**src/rtl/round_robin_arbiter_pkg.sv**
```systemverilog
// Shared helpers for the round-robin arbiter slice.
package round_robin_arbiter_pkg;

  localparam int RR_MAX_AGENTS = 32;

  // Modulo-n increment; keeps the pointer legal for non-power-of-two agent counts.
  function automatic int rr_next(input int idx, input int n);
    return (idx + 1 >= n) ? 0 : idx + 1;
  endfunction

endpackage

```
**src/rtl/rr_priority_pick.sv**
```systemverilog
// Combinational rotating priority pick: first requester at or after ptr_i wins.
module rr_priority_pick #(
  parameter int N = 4
) (
  input  logic [N-1:0]         req_i,
  input  logic [$clog2(N)-1:0] ptr_i,
  output logic [N-1:0]         onehot_o,
  output logic [$clog2(N)-1:0] idx_o,
  output logic                 valid_o
);
  localparam int PW = $clog2(N);

  always_comb begin
    int j;
    logic [PW-1:0] k;
    j        = 0;
    k        = '0;
    valid_o  = 1'b0;
    idx_o    = '0;
    onehot_o = '0;
    // Visit agents ptr, ptr+1, ... with manual wrap so any N in 2..32 works.
    for (int i = 0; i < N; i++) begin
      j = int'(ptr_i) + i;
      if (j >= N) j = j - N;
      k = PW'(j);
      if (!valid_o && req_i[k]) begin
        valid_o = 1'b1;
        idx_o   = k;
      end
    end
    if (valid_o) onehot_o = N'(1) << idx_o;
  end

endmodule

```
**src/rtl/round_robin_arbiter.sv**
```systemverilog
// N-agent round-robin arbiter with registered one-hot grant and rotating priority pointer.
module round_robin_arbiter
  import round_robin_arbiter_pkg::*;
#(
  parameter int NumOfAgents = 4
) (
  input  logic                   clk,
  input  logic                   rstb,
  input  logic [NumOfAgents-1:0] In,
  output logic [NumOfAgents-1:0] Grant
);
  localparam int PW = $clog2(NumOfAgents);

  logic [NumOfAgents-1:0] grant_q, grant_d;
  logic [PW-1:0]          ptr_q, ptr_d;
  logic [NumOfAgents-1:0] win_onehot;
  logic [PW-1:0]          win_idx;
  logic                   win_valid;

  rr_priority_pick #(.N(NumOfAgents)) u_pick (
    .req_i    (In),
    .ptr_i    (ptr_q),
    .onehot_o (win_onehot),
    .idx_o    (win_idx),
    .valid_o  (win_valid)
  );

  // Winner drops to lowest priority; an idle cycle leaves the pointer alone.
  always_comb begin
    grant_d = win_onehot;
    ptr_d   = ptr_q;
    if (win_valid) ptr_d = PW'(rr_next(int'(win_idx), NumOfAgents));
  end

  always_ff @(posedge clk) begin
    if (!rstb) begin
      grant_q <= '0;
      ptr_q   <= '0;
    end else begin
      grant_q <= grant_d;
      ptr_q   <= ptr_d;
    end
  end

  assign Grant = grant_q;

endmodule

```
**config.mk**
```make
export PLATFORM = sky130hd
export DESIGN_NAME = round_robin_arbiter
export DESIGN_NICKNAME = d
export VERILOG_FILES = /design/src/rtl/round_robin_arbiter_pkg.sv /design/src/rtl/rr_priority_pick.sv /design/src/rtl/round_robin_arbiter.sv
export SDC_FILE = /design/constraint.sdc
export NUM_CORES = 1
export LEC_CHECK = 0
export BUFFER_PORTS_ARGS = -buffer_cell sky130_fd_sc_hd__clkbuf_2
export CORE_AREA = 2 2 39 41
export CTS_BUF_LIST = sky130_fd_sc_hd__clkbuf_16
export CTS_CLUSTER_DIAMETER = 200
export DETAILED_ROUTE_END_ITERATION = 10
export DIE_AREA = 0 0 41 43
export PLACE_DENSITY = 0.42
export SYNTH_ARGS = -nofsm -noshare
export SYNTH_HDL_FRONTEND = slang
export SYNTH_SLANG_ARGS = --single-unit
```
**constraint.sdc**
```tcl
create_clock -name clk -period 2.3 [get_ports clk]
set_clock_uncertainty 0.1 [all_clocks]
set_input_delay 0.115 -clock clk [delete_from_list [all_inputs] [get_ports clk]]
set_output_delay 0.115 -clock clk [all_outputs]
set_load 0.05 [all_outputs]
```
==> reports/metrics.json <==
{
  "die_area": {"value": 1760, "unit": "um2"},
  "fin_ws": {"value": 0.836, "unit": "ns"},
  "mappedNetlistArea": {"value": 349, "unit": "um2"},
  "hold_viol": {"value": 0},
  "worst_r2r_startpoint": {"value": "ptr_q[1]"},
  "post_synth.cell_area_avg": {"value": 9.97, "unit": "um2"},
  "final_hpwl_from_detailed_placement": {"value": 549, "unit": "um"},
  "clock_tree.htree_level_count": {"value": 1},
  "finish_stage_setup_viols": {"value": 0},
  "avgRoutedWirePerCell": {"value": 11.4, "unit": "um"},
  "relSlewSlack": {"value": 76.8, "unit": "%"},
  "cts-resized-gates": {"value": 0},
  "ir_drop": {"value": 0.241, "unit": "mV"},
  "synthDistinctLibCells": {"value": 25},
  "tritoncts_num_sinks": {"value": 6},
  "finish.instance_area": {"value": 482, "unit": "um2"},
  "postSynthCellCount": {"value": 35},
  "cts-root-to-sink-buffers": {"value": 2},
  "numPortBuffers": {"value": 9},
  "postCtsSetupBuffers": {"value": 0},
  "track_usage": {"value": 10.9, "unit": "%"},
  "clock_pin_slew_reported_for_the_worst_setup_and_hold_paths_after_clock_tree_synthesis": {"value": 0.03, "unit": "ns"},
  "hold_path_end": {"value": "ptr_q[0]"},
  "vias": {"value": 292},
  "drt_iter0_drc": {"value": 2},
  "finalPower": {"value": 0.536, "unit": "mW"},
  "timing.reg2reg.worst_path_depth": {"value": 3},
  "clk-insertion-delay-late": {"value": 0.22, "unit": "ns"},
  "worst_hold_path.num_cells": {"value": 2},
  "ys_ff_latch": {"value": 6},
  "boundaryPins": {"value": 10},
  "finish.utilization": {"value": 34.8, "unit": "%"},
  "wl": {"value": 707, "unit": "um"},
  "antenna_cells_inserted": {"value": 0},
  "rsz0062_at_grt": {"value": "false"},
  "rows": {"value": 14},
  "setup_tns": {"value": 0, "unit": "ns"},
  "synth_warnings": {"value": 0},
  "crit_path_max_fanout": {"value": 9},
  "post_route_cells_drive_above_1_share": {"value": 41.3, "unit": "%"},
  "globalplace.congestion": {"value": 0.793},
  "drv_slew": {"value": 0},
  "grt_first_pass_wirelength": {"value": 1170, "unit": "um"},
  "placed_area": {"value": 407, "unit": "um2"},
  "fp.coreArea": {"value": 1380, "unit": "um2"},
  "drt_first_pass_iters": {"value": 2},
  "pre_cts_ws": {"value": 0.799, "unit": "ns"},
  "die_y": {"value": 43, "unit": "um"},
  "mostFrequentLayoutCells": {"value": "sky130_fd_sc_hd__clkbuf_2 (9), sky130_fd_sc_hd__dfxtp_1 (6), sky130_fd_sc_hd__nor2_1 (3), sky130_fd_sc_hd__clkbuf_16 (3)"},
  "reg2reg_setup_slack": {"value": 0.84, "unit": "ns"},
  "power.net_switching": {"value": 0.144, "unit": "mW"},
  "run_status": {"value": "finished, final reports clean"},
  "final_period_minus_worst_setup_slack": {"value": 1.46, "unit": "ns"},
  "clock_power_share": {"value": 51.5, "unit": "%"},
  "initial_core_util": {"value": 25.2, "unit": "%"},
  "routed_via_density": {"value": 4.71},
  "die_w": {"value": 41, "unit": "um"},
  "share_comb_of_total_power": {"value": 22.6, "unit": "%"},
  "post-route-period-util": {"value": 63.7, "unit": "%"},
  "place_inst": {"value": 59},
  "crit_path_end_kind": {"value": "register"},
  "synth_area_leader_cell": {"value": "sky130_fd_sc_hd__dfxtp_1"},
  "area.growth.synth_to_final": {"value": 38.0, "unit": "%"},
  "tritoncts": {"value": "yes"},
  "clock-root-buffer": {"value": "sky130_fd_sc_hd__clkbuf_16"},
  "rr_endpoint": {"value": "ptr_q[0]"},
  "antenna_viol_nets_final": {"value": 0},
  "worst-endpoint-required": {"value": 2.29, "unit": "ns"},
  "mappedNetlistNets": {"value": 41},
  "total_leakage_power": {"value": 0.195, "unit": "nW"},
  "cts_hold_buf": {"value": 0},
  "startpoint_type": {"value": "register"},
  "antenna_violations_before_repair": {"value": 0},
  "internal-power": {"value": 0.392, "unit": "mW"},
  "pin_count_of_the_biggest_net_entering_global_routing": {"value": 10},
  "globalRouteOverflowTotal": {"value": 0},
  "netlist.area_leader.share": {"value": 34.4, "unit": "%"},
  "min_from": {"value": "In[1]"},
  "fmax": {"value": 683, "unit": "MHz"},
  "post_synth_main_area_contributors": {"value": "sky130_fd_sc_hd__dfxtp_1 (34%), sky130_fd_sc_hd__o32ai_4 (7.9%), sky130_fd_sc_hd__nor3b_1 (4.3%)"},
  "tightestPinTransition": {"value": 0.347, "unit": "ns"},
  "yosysSeqAreaShare": {"value": 34.4, "unit": "%"},
  "layout_commonest_cell": {"value": "sky130_fd_sc_hd__clkbuf_2"},
  "netSwitchingFraction": {"value": 26.9, "unit": "%"},
  "holdWs": {"value": 0.0705, "unit": "ns"},
  "reg_power_share": {"value": 25.9, "unit": "%"},
  "final_cells": {"value": 62},
  "final_nets": {"value": 54},
  "cap_viol_max_count": {"value": 0},
  "grt_pass1_vias": {"value": 257},
  "timing.setup.critical_path_class": {"value": "reg -> reg"},
  "crit_arrival": {"value": 1.46, "unit": "ns"},
  "power-per-cell-area": {"value": 1110, "unit": "nW/um2"},
  "hp-class": {"value": "in -> reg"},
  "tritoncts.num_buffers": {"value": 3},
  "drc": {"value": 0}
}
-- worst max path at each step --
stage	startpoint	end	slack, ns	cells after the start
floorplan	ptr_q[1]	ptr_q[0]	1.02	4
global placement	ptr_q[1]	ptr_q[0]	0.89	3
detailed placement	ptr_q[1]	ptr_q[0]	0.80	3
CTS	ptr_q[1]	ptr_q[0]	0.81	3
global route	ptr_q[1]	ptr_q[0]	0.72	3
finish	ptr_q[1]	ptr_q[0]	0.84	3
-- cell type report --
| cell class | count | area [um2] |
|---|---|---|
| clock buffer | 3 | 75.1 |
| fill | 146 | 902 |
| inverter | 1 | 3.75 |
| multi-input combinational | 27 | 218 |
| sequential | 6 | 120 |
| tap | 16 | 20.0 |
| timing repair buffer | 9 | 45.0 |
-- kinds of logic after synthesis --
group / Yosys count / synth area share [%]
multiplexers: 1 / 3.23
AO/OA/AOI/OAI: 9 / 26.2
flip-flops: 6 / 34.4
adder cells (fa/ha/maj): 1 / 2.87
XOR/XNOR: 1 / 2.51
AND/OR/NAND/NOR: 15 / 27.6
buffers and inverters: 2 / 3.23
-- critical path: stages, from the launching register on --
cell	delay, ns
sky130_fd_sc_hd__dfxtp_1	0.51
sky130_fd_sc_hd__mux2_2	0.38
sky130_fd_sc_hd__o41ai_1	0.25
sky130_fd_sc_hd__a221oi_1	0.09
-- routing by layer --
metal | wire [um] | share of wire, % | vias to the layer above | track usage (%)
li1 | - | - | 153 | -
met1 | 338 | 48 | 129 | 14.1
met2 | 327 | 46 | 8 | 12.8
met3 | 30 | 4.2 | 2 | 3.14
met4 | 12 | 1.7 | 0 | 12.0
met5 | 0 | 0 | - | 0
-- Yosys cell counts (all sizes together) --
cell / instances
o22ai: 1
o21ai: 2
nor2b: 3
maj3: 1
inv: 1
nor3b: 2
buf: 1
xnor2: 1
nor3: 2
a221oi: 1
mux2: 1
a21oi: 2
o32ai: 1
nand2: 1
o41ai: 1
nand2b: 2
or4: 1
nand3: 1
dfxtp: 6
nor2: 3
o32a: 1
-- state kept, by name (all words and copies together), names as in the netlist --
name   count
Grant      4
ptr_q      2
-- power by group through the flow --
stage / combinational, mW / sequential, mW / clock [mW]
after global placement: 0.121 / 0.140 / 0
after global routing: 0.133 / 0.142 / 0.290
after CTS: 0.123 / 0.139 / 0.283
after detailed placement: 0.122 / 0.140 / 0
after floorplan: 0.0796 / 0.159 / 0
final: 0.121 / 0.139 / 0.276
(Power assumes the default switching activity.)
